## config.mk

```make
export PLATFORM = sky130hd
export DESIGN_NAME = vic_reg_arbiter
export DESIGN_NICKNAME = d
export VERILOG_FILES = /design/src/rtl/vic_reg_arbiter.sv
export SDC_FILE = /design/constraint.sdc
export NUM_CORES = 1
export LEC_CHECK = 0
export BUFFER_PORTS_ARGS = -buffer_cell sky130_fd_sc_hd__buf_2
export CORE_MARGIN = 8
export CORE_UTILIZATION = 44
export DETAILED_ROUTE_END_ITERATION = 6
export PLACE_DENSITY = 0.74
export SYNTH_ARGS = -nofsm -noshare
export SYNTH_HDL_FRONTEND = slang
export SYNTH_SLANG_ARGS = --single-unit
```

## constraint.sdc

```tcl
create_clock -name clk -period 1.65 [get_ports clk]
set_clock_uncertainty 0.1 [all_clocks]
set_input_delay 0.0825 -clock clk [delete_from_list [all_inputs] [get_ports clk]]
set_output_delay 0.0825 -clock clk [all_outputs]
set_load 0.01 [all_outputs]
```

## src/rtl/vic_reg_arbiter.sv

```systemverilog
// VIC register-file port owner: writes a default image into all 32 nibbles after
// reset, then shares the single access port between requesters A and B (round-robin).
module vic_reg_arbiter #(
  parameter logic [127:0] INIT_VALUE  = 128'h0,
  parameter bit           INIT_ENABLE = 1'b1
) (
  input  logic       clk,
  input  logic       rst,
  input  logic       i_a_req,
  input  logic       i_a_we,
  input  logic [4:0] i_a_addr,
  input  logic [3:0] i_a_wdata,
  output logic       o_a_ack,
  output logic [3:0] o_a_rdata,
  input  logic       i_b_req,
  input  logic       i_b_we,
  input  logic [4:0] i_b_addr,
  input  logic [3:0] i_b_wdata,
  output logic       o_b_ack,
  output logic [3:0] o_b_rdata,
  output logic [4:0] o_VIC_regaddr,
  output logic [3:0] o_VIC_data,
  output logic       o_VIC_we,
  output logic       o_VIC_re,
  input  logic [3:0] i_VIC_data,
  output logic       o_init_done
);

  typedef enum logic [1:0] {ST_INIT, ST_IDLE, ST_ACC, ST_ACK} state_t;

  state_t     r_state, w_state_next;
  logic [5:0] r_init_cnt, w_init_cnt_next;
  logic       r_ptr_b, w_ptr_b_next;
  logic       r_grant_b, w_grant_b_next;
  logic       r_rd, w_rd_next;
  logic [4:0] r_vic_addr, w_vic_addr_next;
  logic [3:0] r_vic_data, w_vic_data_next;
  logic       r_vic_we, w_vic_we_next;
  logic       r_vic_re, w_vic_re_next;
  logic       r_a_ack, w_a_ack_next;
  logic       r_b_ack, w_b_ack_next;
  logic [3:0] r_a_rdata, w_a_rdata_next;
  logic [3:0] r_b_rdata, w_b_rdata_next;
  logic       r_init_done, w_init_done_next;

  logic       w_any_req;
  logic       w_sel_b;
  logic       w_sel_we;
  logic [4:0] w_sel_addr;
  logic [3:0] w_sel_wdata;
  logic [6:0] w_init_bit;

  // B wins when it is the only requester, or on a tie when the pointer favours it
  assign w_any_req   = i_a_req | i_b_req;
  assign w_sel_b     = i_b_req & (~i_a_req | r_ptr_b);
  assign w_sel_we    = w_sel_b ? i_b_we    : i_a_we;
  assign w_sel_addr  = w_sel_b ? i_b_addr  : i_a_addr;
  assign w_sel_wdata = w_sel_b ? i_b_wdata : i_a_wdata;
  assign w_init_bit  = {r_init_cnt[4:0], 2'b00};

  always_ff @(posedge clk) begin
    if (rst) begin
      r_state     <= INIT_ENABLE ? ST_INIT : ST_IDLE;
      r_init_cnt  <= 6'd0;
      r_ptr_b     <= 1'b0;
      r_grant_b   <= 1'b0;
      r_rd        <= 1'b0;
      r_vic_addr  <= 5'd0;
      r_vic_data  <= 4'd0;
      r_vic_we    <= 1'b0;
      r_vic_re    <= 1'b0;
      r_a_ack     <= 1'b0;
      r_b_ack     <= 1'b0;
      r_a_rdata   <= 4'd0;
      r_b_rdata   <= 4'd0;
      r_init_done <= 1'b0;
    end else begin
      r_state     <= w_state_next;
      r_init_cnt  <= w_init_cnt_next;
      r_ptr_b     <= w_ptr_b_next;
      r_grant_b   <= w_grant_b_next;
      r_rd        <= w_rd_next;
      r_vic_addr  <= w_vic_addr_next;
      r_vic_data  <= w_vic_data_next;
      r_vic_we    <= w_vic_we_next;
      r_vic_re    <= w_vic_re_next;
      r_a_ack     <= w_a_ack_next;
      r_b_ack     <= w_b_ack_next;
      r_a_rdata   <= w_a_rdata_next;
      r_b_rdata   <= w_b_rdata_next;
      r_init_done <= w_init_done_next;
    end
  end

  always_comb begin
    w_state_next     = r_state;
    w_init_cnt_next  = r_init_cnt;
    w_ptr_b_next     = r_ptr_b;
    w_grant_b_next   = r_grant_b;
    w_rd_next        = r_rd;
    w_vic_addr_next  = 5'd0;
    w_vic_data_next  = 4'd0;
    w_vic_we_next    = 1'b0;
    w_vic_re_next    = 1'b0;
    w_a_ack_next     = 1'b0;
    w_b_ack_next     = 1'b0;
    w_a_rdata_next   = r_a_rdata;
    w_b_rdata_next   = r_b_rdata;
    w_init_done_next = r_init_done;

    case (r_state)
      ST_INIT: begin
        w_init_done_next = 1'b0;
        // counter reaching 32 gives one quiet cycle after the last image write
        if (r_init_cnt[5]) begin
          w_state_next     = ST_IDLE;
          w_init_done_next = 1'b1;
        end else begin
          w_vic_we_next   = 1'b1;
          w_vic_addr_next = r_init_cnt[4:0];
          w_vic_data_next = INIT_VALUE[w_init_bit +: 4];
          w_init_cnt_next = r_init_cnt + 6'd1;
        end
      end
      ST_IDLE: begin
        w_init_done_next = 1'b1;
        if (w_any_req) begin
          w_state_next    = ST_ACC;
          w_grant_b_next  = w_sel_b;
          w_ptr_b_next    = ~w_sel_b;
          w_rd_next       = ~w_sel_we;
          w_vic_addr_next = w_sel_addr;
          w_vic_we_next   = w_sel_we;
          w_vic_re_next   = ~w_sel_we;
          w_vic_data_next = w_sel_we ? w_sel_wdata : 4'd0;
        end
      end
      ST_ACC: begin
        w_state_next = ST_ACK;
        if (r_grant_b) begin
          w_b_ack_next = 1'b1;
          if (r_rd) w_b_rdata_next = i_VIC_data;
        end else begin
          w_a_ack_next = 1'b1;
          if (r_rd) w_a_rdata_next = i_VIC_data;
        end
      end
      ST_ACK: begin
        w_state_next = ST_IDLE;
      end
      default: begin
        w_state_next = ST_IDLE;
      end
    endcase
  end

  assign o_a_ack       = r_a_ack;
  assign o_a_rdata     = r_a_rdata;
  assign o_b_ack       = r_b_ack;
  assign o_b_rdata     = r_b_rdata;
  assign o_VIC_regaddr = r_vic_addr;
  assign o_VIC_data    = r_vic_data;
  assign o_VIC_we      = r_vic_we;
  assign o_VIC_re      = r_vic_re;
  assign o_init_done   = r_init_done;

endmodule

```

; Word-level counts from Yosys, hierarchy flattened
; Cells that the tools add are included.
; W data, S select, Z words.
[op_classes]
n_addsub = 1
eq_ne = 5
shifts = 1
mux = 21
bitwise = 11
reduce_logical = 9
[op_table]
columns = operator, n
row1 = $shiftx A128 B8 Y4 const A, 1
row2 = $mux W4, 4
row3 = $mux W5, 3
row4 = $pmux W5 S2, 1
row5 = $not A1 Y1, 8
row6 = $pmux W2 S4, 1
row7 = $pmux W4 S2, 1
row8 = $add A6 B1 Y6 const B, 1
row9 = $mux W1, 6
row10 = $mux W6, 1
row11 = $reduce_and A2 Y1, 3
row12 = $reduce_and A3 Y1, 2
row13 = $eq A2 B2 Y1 const B, 2
row14 = $mux W2, 2
row15 = $ne A2 B2 Y1 const B, 2
row16 = $pmux W1 S2, 2
row17 = $reduce_or A3 Y1, 1
row18 = $eq A2 B1 Y1 const B, 1
row19 = $logic_not A2 Y1, 1
row20 = $or A1 B1 Y1, 2
row21 = $reduce_bool A2 Y1, 1
row22 = $reduce_or A2 Y1, 1
row23 = $and A1 B1 Y1, 1
[word_totals]
regBits = 33
in_bits = 28
output_inout_bits = 22
elab_cells = 63

; Depth between registers and ports, before layout
; Gate-level depths: netlist of run 1.
[logic_depth]
depth_word = 7
depth_mapped = 6
ltp_nobuf = 5

; Least setup slack after synthesis of run 1
; No wires, ideal clock.
[synth_path]
path_kind = register to register
start = register r_state[0]
end = register r_state[0]
setup_time_ns = 0.123
arrival_time_ns = 1.333
t_required_ns = 1.427
path_slack_ns = 0.094
path_stages_with_launch = 6
path_buffers = 0
period_less_slack_ns = 1.556
cell_sequence = dfxtp_1 > inv_1 > ha_1 > and2b_2 > a21oi_2 > mux2_1
[synth_between]
elab_chain_cells = 3
elab_cells_between_ends = 8
cone_classes = 5 x eq/ne / 1 x mux / 2 x reduce/logical
[synth_lines]
columns = item, line_no
row1 = "start, declared", 31  ; state_t r_state, w_state_next;
row2 = "start signal, assigned", 63  ; r_state <= INIT_ENABLE ? ST_INIT : ST_IDLE;
row3 = "start signal, assigned", 78  ; r_state <= w_state_next;
row4 = $eq A2 B1 Y1 or $logic_not A2 Y1 (tied branches), 111  ; case (r_state)
row5 = $ne A2 B2 Y1 (no source line), -
row6 = $reduce_and A2 Y1 (no source line), -
; Parallel ways exist; a longest one is shown, timed or not.
; A chain may end at the register's enable or synchronous reset.

; Worst setup path in the final report of run 1
[layout_path]
start = register r_state[1]
end = register r_state[0]
; Same word-level chain as after synthesis.

==> impl_metrics.tcl, run 1 <==
set metrics [dict create \
    run_status "completed" \
    final_core_util_pct 61.0 \
    routed-via-count 1378 \
    timing.final.setup_violations 0 \
    pre_repair_dr_iteration_count 4 \
    fp.dieH_um 74.0 \
    grt_first_pass_wirelength_um 6080 \
    grt_setup_unrepaired "no" \
    synth_cell_type_count 40 \
    die_x_um 74.0 \
    power_frac_seq_pct 50.1 \
    post-dp-hpwl_um 2740 \
    pwr-share-clk_pct 22.7 \
    ys.warnings.count 0 \
    dr.first_iter.drc_count 132 \
    avgRoutedWirePerCell_um 14.5 \
    area_delta_synth_final_pct 35.4 \
    cts-htree-levels 2 \
    max_slew_margin_pct 70.7 \
    dominant_combinational_cell_family_by_area_after_synthesis "compound AO/OA/AOI/OAI gates" \
    number_of_global_route_vias_before_repair 1281 \
    gp_routability_congestion 0.771 \
    slew_limit_fails 0 \
    fin_area_um2 2000 \
    drc_errors 0 \
    number_of_synthesized_flops_with_an_enable_pin 0 \
    final_min_period_over_clock_period_pct 94.2 \
    synth_compound_area_share_pct 22.2 \
    grt.overflow.total 0 \
    post_synth_adder_cell_area_pct 4.23 \
    rows 21 \
    power.ir.vdd_worst_mv 0.388 \
    area_post_placement_um2 1770 \
    cts_num_sinks 33 \
    switching_share_pct 31.1 \
    combinationalPowerShare_pct 27.1 \
    yosys_register_bits 33 \
    yosys.area.top_type_share_pct 44.7 \
    ff2ff_path_depth 5 \
    number_of_violations_of_the_max_capacitance_limit 0 \
    holdPathEnd "r_init_cnt[5]" \
    average_size_of_a_mapped_cell_um2 9.73 \
    worstPathRequired_ps 1770 \
    boundaryPins 50 \
    leakagePower_nw 0.889 \
    cts_tree "done" \
    cts.path.max_buffers 2 \
    clk_pin_slew_worst_paths_ps 90 \
    setup.worst_path.class "reg -> reg" \
    pre_cts_slack_ps 81.7 \
    yosysSeqAreaShare_pct 44.7 \
    port_buffers 49 \
    setup_tns_ps 0 \
    netlist_area_um2 1480 \
    most-common-layout-cells "buf_2 (49), dfxtp_1 (32), dlygate4sd3_1 (18)" \
    worst_setup_path_end_kind "flop" \
    hold-path-cell-count 3 \
    asyncSetResetFlopFracSynth_pct 0 \
    antenna_violating_nets_post_route 0 \
    crit_path_start_kind "flop" \
    synth_mux_area_share_pct 7.61 \
    r2r-end "r_state[0]" \
    yosys.area_share.simple_pct 16.0 \
    clk_root_buffer_cell "clkbuf_4" \
    clock.fmax_ghz 0.643 \
    yosysTopAreaCell "dfxtp_1" \
    netlist_instances 152 \
    min-delay-start "rst" \
    netSwitchingPower_w 0.000576 \
    final_hold_viol_count 0 \
    ys_top_cells_by_area "dfxtp_1 (45%), mux2i_1 (6.1%), a211oi_1 (4.6%)" \
    drive_gt1_share_pct 29.9 \
    synth-xor-area-share_pct 1.18 \
    floorplan.initialDensity_pct 45.0 \
    pwr_per_cell_area_nw_per_um2 924 \
    mostFrequentLayoutCell "buf_2" \
    final_cell_count_no_fill 270 \
    cp.arrival_ps 1680 \
    antenna_found_initial 0 \
    internal_power_w 0.00127 \
    place_inst 244 \
    synth.net_count 185 \
    global_routing_usage_summed_across_all_routing_layers_pct 14.7 \
    drt-total-wl_um 3910 \
    crit_fanout 3 \
    numCtsBuffers 5 \
    worst_skew_pair.late_latency_ps 330 \
    core_region_area_um2 3280 \
    layout_min_cycle_time_ps 1550 \
    layout_setup_ws_ps 95.9 \
    tightest_slew_ps 435 \
    avgViaCountPerCell 5.10 \
    hp-class "in -> reg" \
    synth_ff_type "dfxtp_1" \
    grt_max_degree 22 \
    insertedDiodeCount 0 \
    regToRegSetupSlack_ps 100 \
    r2r-start "r_state[1]" \
    nets 256 \
    die_area_um2 5470 \
]
-- worst max path at each step --
stage	start	endpoint	depth (start not counted)
finish	r_state[1]	r_state[0]	5
global route	r_state[1]	r_state[0]	5
CTS	r_state[0]	r_state[0]	5
detailed placement	r_state[0]	r_state[0]	5
global placement	r_state[0]	r_state[0]	5
floorplan	r_state[0]	r_state[0]	5
-- Yosys cell counts (all sizes together), types with 2 or more instances --
| cell type | n |
|---|---|
| and3 | 2 |
| a32oi | 6 |
| inv | 4 |
| nand2 | 7 |
| ha | 5 |
| and2b | 2 |
| mux2 | 2 |
| o21a | 2 |
| dfxtp | 33 |
| a211oi | 9 |
| nand3 | 7 |
| nand3b | 2 |
| nor2 | 17 |
| o21ai | 13 |
| mux2i | 9 |
| nand2b | 2 |
| buf | 6 |
| a21oi | 9 |
-- critical path: stages, from the launching register on --
cell     delay (ps)
dfxtp_1         370
inv_1            90
ha_1            190
and2b_2         210
a21oi_2         160
mux2_1          330
-- sequential cells by signal, indices dropped and copies added, names as in the netlist, 2 cells and up --
signal and cells:
o_b_rdata 4, o_VIC_data 4, o_a_rdata 4, r_init_cnt 6, r_state 2, o_VIC_regaddr 5
-- metrics by stage --
| step | total power [W] | hold slack, ps |
|---|---|---|
| finish | 0.00185 | 16.2 |
| global route | 0.00197 | 0.819 |
| CTS | 0.00186 | 2.84 |
| detailed placement | 0.00141 | 216 |
| global placement | 0.00140 | 214 |
| floorplan | 0.00126 | 76.8 |
-- metal layers --
metal | track usage, % | part of all wire [%] | vias up | routed length (um)
met1 | 16.8 | 40 | 639 | 1560
met5 | 0 | 0 | - | 0
met4 | 10.6 | 2.7 | 0 | 107
met2 | 24.0 | 50 | 38 | 1970
met3 | 2.70 | 7.0 | 9 | 273
li1 | - | - | 692 | -
-- cells by family (layout without fill, tap and decap cells) --
logic type,count (synthesis),in the layout
compound gates,44,44
xor+xnor,2,2
fa+ha+maj,5,5
buf+inv,12,84
flops,33,33
mux,11,11
simple gates,45,45
-- what timing repair did --
item | CTS | global route
setup endpoints to repair | 0 | 2
hold buffers | 18 | 0
buffers inserted | 0 | 0
endpoints found under the hold margin | 18 | 0
resized for setup | 0 | 2
-- power by group through the flow --
stage	Clock [W]	Sequential [W]	Combinational, W
after floorplan	0	0.000951	0.000312
after global placement	0	0.000945	0.000455
after detailed placement	0	0.000944	0.000463
after CTS	0.000437	0.000925	0.000499
after global routing	0.000480	0.000937	0.000556
final	0.000421	0.000927	0.000501
-- layout make-up --
type | instances | area, um^2
fillers | 280 | 1280
multi-input cells | 107 | 759
flip-flops and latches | 33 | 662
repair buffers | 71 | 455
well taps | 46 | 57.6
clock buffers | 8 | 48.8
inverters | 5 | 18.8
Note: power is estimated with default switching activity, not from simulation.
==> run 2: changes to the inputs <==
--- a/config.mk
+++ b/config.mk
@@ -6,7 +6,6 @@
 export NUM_CORES = 1
 export LEC_CHECK = 0
 export BUFFER_PORTS_ARGS = -buffer_cell sky130_fd_sc_hd__buf_2
-export CORE_MARGIN = 8
 export CORE_UTILIZATION = 44
 export DETAILED_ROUTE_END_ITERATION = 6
 export PLACE_DENSITY = 0.74
==> run 2 against run 1 <==
Effect of this change: non-clock buffer count increased by 1; routed wire length decreased by 5.2%; die area decreased by 34%; hold slack improved by 16 ps; sequential cell count unchanged; clock-buffer cell count decreased by 2; sequential power increased by 0.9%; sequential share of layout area decreased by 0.12 points; clock power increased by 3%; setup slack got worse by 37 ps.
==> impl_metrics.tcl, run 2 (synthesis results as in run 1) <==
set metrics [dict create \
    pwr_per_cell_area_nw_per_um2 934 \
    die_area_um2 3600 \
    hold-path-cell-count 3 \
    die_x_um 60.0 \
    global_routing_usage_summed_across_all_routing_layers_pct 22.6 \
    numCtsBuffers 5 \
    number_of_global_route_vias_before_repair 1387 \
    layout_min_cycle_time_ps 1590 \
    cts.path.max_buffers 2 \
    slew_limit_fails 0 \
    final_core_util_pct 64.4 \
    cts_tree "done" \
    crit_path_start_kind "flop" \
    post_cts.repair.setup_buffers 0 \
    pre_repair_dr_iteration_count 4 \
    pwr-share-clk_pct 23.1 \
    core_region_area_um2 3130 \
    internal_power_w 0.00127 \
    antenna_violating_nets_post_route 0 \
    grt_first_pass_wirelength_um 5870 \
    switching_share_pct 32.5 \
    grt.overflow.total 0 \
    avgRoutedWirePerCell_um 13.8 \
    grt_max_degree 22 \
    avgViaCountPerCell 5.20 \
    tightest_slew_ps 426 \
    worstPathBufferInverterCount 1 \
    final_hold_viol_count 0 \
    run_status "completed" \
    leakagePower_nw 0.900 \
    routed-via-count 1399 \
    boundaryPins 50 \
    critPathTopFamily "flip-flops" \
    worstPathRequired_ps 1780 \
    worst_skew_pair.late_latency_ps 340 \
    timing.final.setup_violations 0 \
    floorplan.initialDensity_pct 47.3 \
    critical_path_depth 5 \
    clk_pin_slew_worst_paths_ps 110 \
    nets 257 \
    clock.fmax_ghz 0.629 \
    dr.first_iter.drc_count 72 \
    setup.worst_path.class "reg -> reg" \
    crit_fanout 5 \
    antenna_found_initial 0 \
    insertedDiodeCount 0 \
    port_buffers 49 \
    combinationalPowerShare_pct 27.1 \
    final_cell_count_no_fill 269 \
    grt_setup_unrepaired "no" \
    gp_routability_congestion 0.873 \
    cts-htree-levels 2 \
    mostFrequentLayoutCell "buf_2" \
    drt-total-wl_um 3700 \
    ff2ff_path_depth 5 \
    cp.arrival_ps 1720 \
    rows 20 \
    power.ir.vdd_worst_mv 0.521 \
    post-dp-hpwl_um 2550 \
    fp.dieH_um 60.0 \
    area_delta_synth_final_pct 36.1 \
    largest_register_ffs 6 \
    most-common-layout-cells "buf_2 (49), dfxtp_1 (31), dlygate4sd3_1 (19)" \
    max_slew_margin_pct 71.3 \
    setup_tns_ps 0 \
    place_inst 242 \
    worst_path_largest_cell_delay_ps 360 \
    worst_setup_path_end_kind "flop" \
    cts_num_sinks 33 \
    largest_register "r_init_cnt" \
    hold_slack_ps 32.1 \
    drive_gt1_share_pct 31.1 \
    number_of_violations_of_the_max_capacitance_limit 0 \
    clk_root_buffer_cell "clkbuf_4" \
    final_min_period_over_clock_period_pct 96.4 \
    hp-class "in -> reg" \
    power_frac_seq_pct 49.7 \
    drc_errors 0 \
    netSwitchingPower_w 0.000611 \
    crit_path_cell_trace "inv_1, ha_1, and2b_2, a21oi_2, mux2_1" \
    cp_slowest_cell "dfxtp_2" \
]
[run 2: changes by cell type in the layout (fill, tap and decap cells not counted)]
cell           change
dlygate4sd3_1      +1
clkbuf_1           -2
clkinv_2           +2
dfxtp_1            -1
dfxtp_2            +1
[run 2: area by class of cell]
class | count | area (um^2)
inverter | 5 | 18.8
fill | 248 | 1110
clock inverter | 2 | 10.0
tap | 44 | 55.1
timing repair buffer | 72 | 465
multi-input combinational | 107 | 759
clock buffer | 6 | 41.3
sequential | 33 | 663
[run 2: worst register-to-register path, cell delays in order, from the launching register on]
cell and delay, ps:
dfxtp_2 360, inv_1 70, ha_1 210, and2b_2 230
a21oi_2 170, mux2_1 340
[run 2: final timing paths]
path                     end  slack [ps]       start
setup / recovery  r_state[0]          60  r_state[0]
hold / removal      o_VIC_re          30      i_b_we
setup reg to reg  r_state[0]          60  r_state[0]
hold reg to reg   r_state[1]         390  r_state[1]
[run 2: through the flow]
step	total power, W	setup slack (ps)	cell area [um^2]
after floorplan	0.00126	94.0	1480
after global placement	0.00139	123	1770
after detailed placement	0.00142	51.0	1770
after CTS	0.00187	34.5	2010
after global routing	0.00199	2.87	2010
final	0.00188	59.0	2010
[run 2: what timing repair did]
| action | CTS | global route |
|---|---|---|
| hold buffers | 19 | 0 |
| gates resized for setup | 0 | 3 |
| endpoints found under the hold margin | 19 | 0 |
| setup endpoints to repair | 0 | 5 |
[run 2: power by group through the flow]
stage / Sequential (W) / Combinational, W / Clock [W]
final: 0.000935 / 0.000510 / 0.000435
after global routing: 0.000941 / 0.000568 / 0.000477
after CTS: 0.000931 / 0.000501 / 0.000442
after detailed placement: 0.000951 / 0.000465 / 0
after global placement: 0.000943 / 0.000446 / 0
after floorplan: 0.000951 / 0.000312 / 0
[run 2: routing by layer]
metal | part of all wire (%) | GRT usage [%] | up-vias
met5 | 0 | 0 | -
met4 | 2.8 | 11.0 | 0
met3 | 4.1 | 7.14 | 11
met2 | 52 | 40.8 | 37
met1 | 42 | 23.5 | 656
li1 | - | - | 695
==> run 3: changes to the inputs <==
--- a/config.mk
+++ b/config.mk
@@ -8,7 +8,7 @@
 export BUFFER_PORTS_ARGS = -buffer_cell sky130_fd_sc_hd__buf_2
 export CORE_UTILIZATION = 44
 export DETAILED_ROUTE_END_ITERATION = 6
-export PLACE_DENSITY = 0.74
+export PLACE_DENSITY = 0.78
 export SYNTH_ARGS = -nofsm -noshare
 export SYNTH_HDL_FRONTEND = slang
 export SYNTH_SLANG_ARGS = --single-unit
==> run 3 against run 2 <==
Effect of this change: sequential share of layout area shrank 0.62 points; largest power group unchanged; register-to-register slack improved by 20 ps; power up 2.0%; final cell count grew 0.37%.
==> impl_metrics.tcl, run 3 (synthesis results as in run 1) <==
set metrics [dict create \
    cts.path.max_buffers 2 \
    avgViaCountPerCell 5.15 \
    worst_skew_pair.late_latency_ps 340 \
    number_of_violations_of_the_max_capacitance_limit 0 \
    numCtsBuffers 5 \
    insertedDiodeCount 0 \
    pre_repair_dr_iteration_count 5 \
    cts_tree "done" \
    fp.dieH_um 60.0 \
    clk_root_buffer_cell "clkbuf_4" \
    switching_share_pct 31.2 \
    setup_tns_ps 0 \
    cp_slowest_cell "dfxtp_1" \
    pwr-share-clk_pct 24.2 \
    slew_limit_fails 0 \
    number_of_global_route_vias_before_repair 1282 \
    worst_path_largest_cell_delay_ps 360 \
    worst_setup_path_end_kind "flop" \
    clk_pin_slew_worst_paths_ps 100 \
    post_cts.repair.setup_buffers 0 \
    run_status "completed" \
    worstPathRequired_ps 1780 \
    grt_max_degree 20 \
    grt_setup_unrepaired "yes" \
    cts-htree-levels 2 \
    global_routing_usage_summed_across_all_routing_layers_pct 21.1 \
    max_slew_margin_pct 72.9 \
    most-common-layout-cells "buf_2 (49), dfxtp_1 (32), dlygate4sd3_1 (20)" \
    crit_fanout 5 \
    layout_min_cycle_time_ps 1570 \
    final_hold_viol_count 0 \
    power.ir.vdd_worst_mv 0.596 \
    pre_cts_slack_ps 62.1 \
    avgRoutedWirePerCell_um 12.9 \
    nFillCells 250 \
    antenna_violating_nets_post_route 0 \
    port_buffers 49 \
    nets 259 \
    crit_path_start_kind "flop" \
    gp_routability_congestion 0.798 \
    leakagePower_nw 0.911 \
    place_inst 243 \
    setup.worst_path.class "reg -> reg" \
    final_min_period_over_clock_period_pct 95.0 \
    routed-via-count 1390 \
    post-dp-hpwl_um 2280 \
    regToRegSetupSlack_ps 80 \
    die_x_um 60.0 \
    pwr_per_cell_area_nw_per_um2 936 \
    antenna_found_initial 0 \
    cp.arrival_ps 1700 \
    layout_setup_ws_ps 81.8 \
    crit_path_cell_trace "inv_1, ha_1, and2b_2, a21oi_4, mux2_1" \
    largest_register "r_init_cnt" \
    drc_errors 0 \
    die_area_um2 3600 \
    clock.fmax_ghz 0.638 \
    largest_register_ffs 6 \
    cts_num_sinks 33 \
    core_region_area_um2 3130 \
    floorplan.initialDensity_pct 47.3 \
    dr.first_iter.drc_count 62 \
    timing.final.setup_violations 0 \
    netSwitchingPower_w 0.000598 \
    boundaryPins 50 \
    final_cell_count_no_fill 270 \
    combinationalPowerShare_pct 27.2 \
    grt.overflow.total 0 \
    drt-total-wl_um 3490 \
    internal_power_w 0.00132 \
    grt_first_pass_wirelength_um 5440 \
    tightest_slew_ps 402 \
    power_frac_seq_pct 48.6 \
    hp-class "in -> reg" \
    area_delta_synth_final_pct 38.5 \
    drive_gt1_share_pct 31.0 \
    mostFrequentLayoutCell "buf_2" \
    rows 20 \
]
[run 3: worst max-delay path: cells and delay by family (launching register included)]
family          cells  cell delay, ps
compound gates      1             150
flops               1             360
fa+ha+maj           1             190
simple gates        1             250
mux                 1             330
buf+inv             1              80
[run 3: through the flow]
step / hold slack (ps) / power (W) / area (um^2) / util (%)
after floorplan: 76.8 / 0.00126 / 1480 / -
after global placement: 212 / 0.00140 / 1770 / 56.7
after detailed placement: 216 / 0.00141 / 1770 / 56.7
after CTS: 18.0 / 0.00191 / 2030 / 64.9
after global routing: 21.7 / 0.00204 / 2050 / 65.5
final: 30.2 / 0.00192 / 2050 / 65.5
[run 3: repair_timing]
action / CTS / global route
setup endpoints to repair: 0 / 4
hold endpoints to repair: 22 / 0
hold buffers: 20 / 0
resized for setup: 0 / 4
[run 3: layer usage]
layer	GRT usage [%]	up-vias	routed length [um]
met5	0	-	0
met4	12.6	0	91
met3	5.63	14	251
met2	36.7	68	1580
met1	22.8	611	1560
li1	-	697	-
[run 3: path summary, 6_finish.rpt]
| kind | startpoint | endpoint | depth (start not counted) |
|---|---|---|---|
| setup reg to reg | r_state[1] | r_state[0] | 5 |
| hold reg to reg | r_state[1] | r_state[1] | 2 |
| setup / recovery | r_state[1] | r_state[0] | 5 |
| hold / removal | i_a_req | r_ptr_b | 3 |
[run 3: layout make-up]
class	count	area (um^2)	share of cell area [%]
Clock buffer	7	55.1	2.69
Timing Repair Buffer	74	483	23.6
Sequential cell	33	662	32.3
Multi-Input combinational cell	107	774	37.8
Tap cell	44	55.1	2.69
Inverter	5	18.8	0.916
[run 3: power groups by stage]
stage	sequential (W)	combinational [W]	clock, W
after floorplan	0.000951	0.000312	0
after global placement	0.000944	0.000459	0
after detailed placement	0.000947	0.000463	0
after CTS	0.000929	0.000503	0.000478
after global routing	0.000941	0.000586	0.000516
final	0.000932	0.000522	0.000464
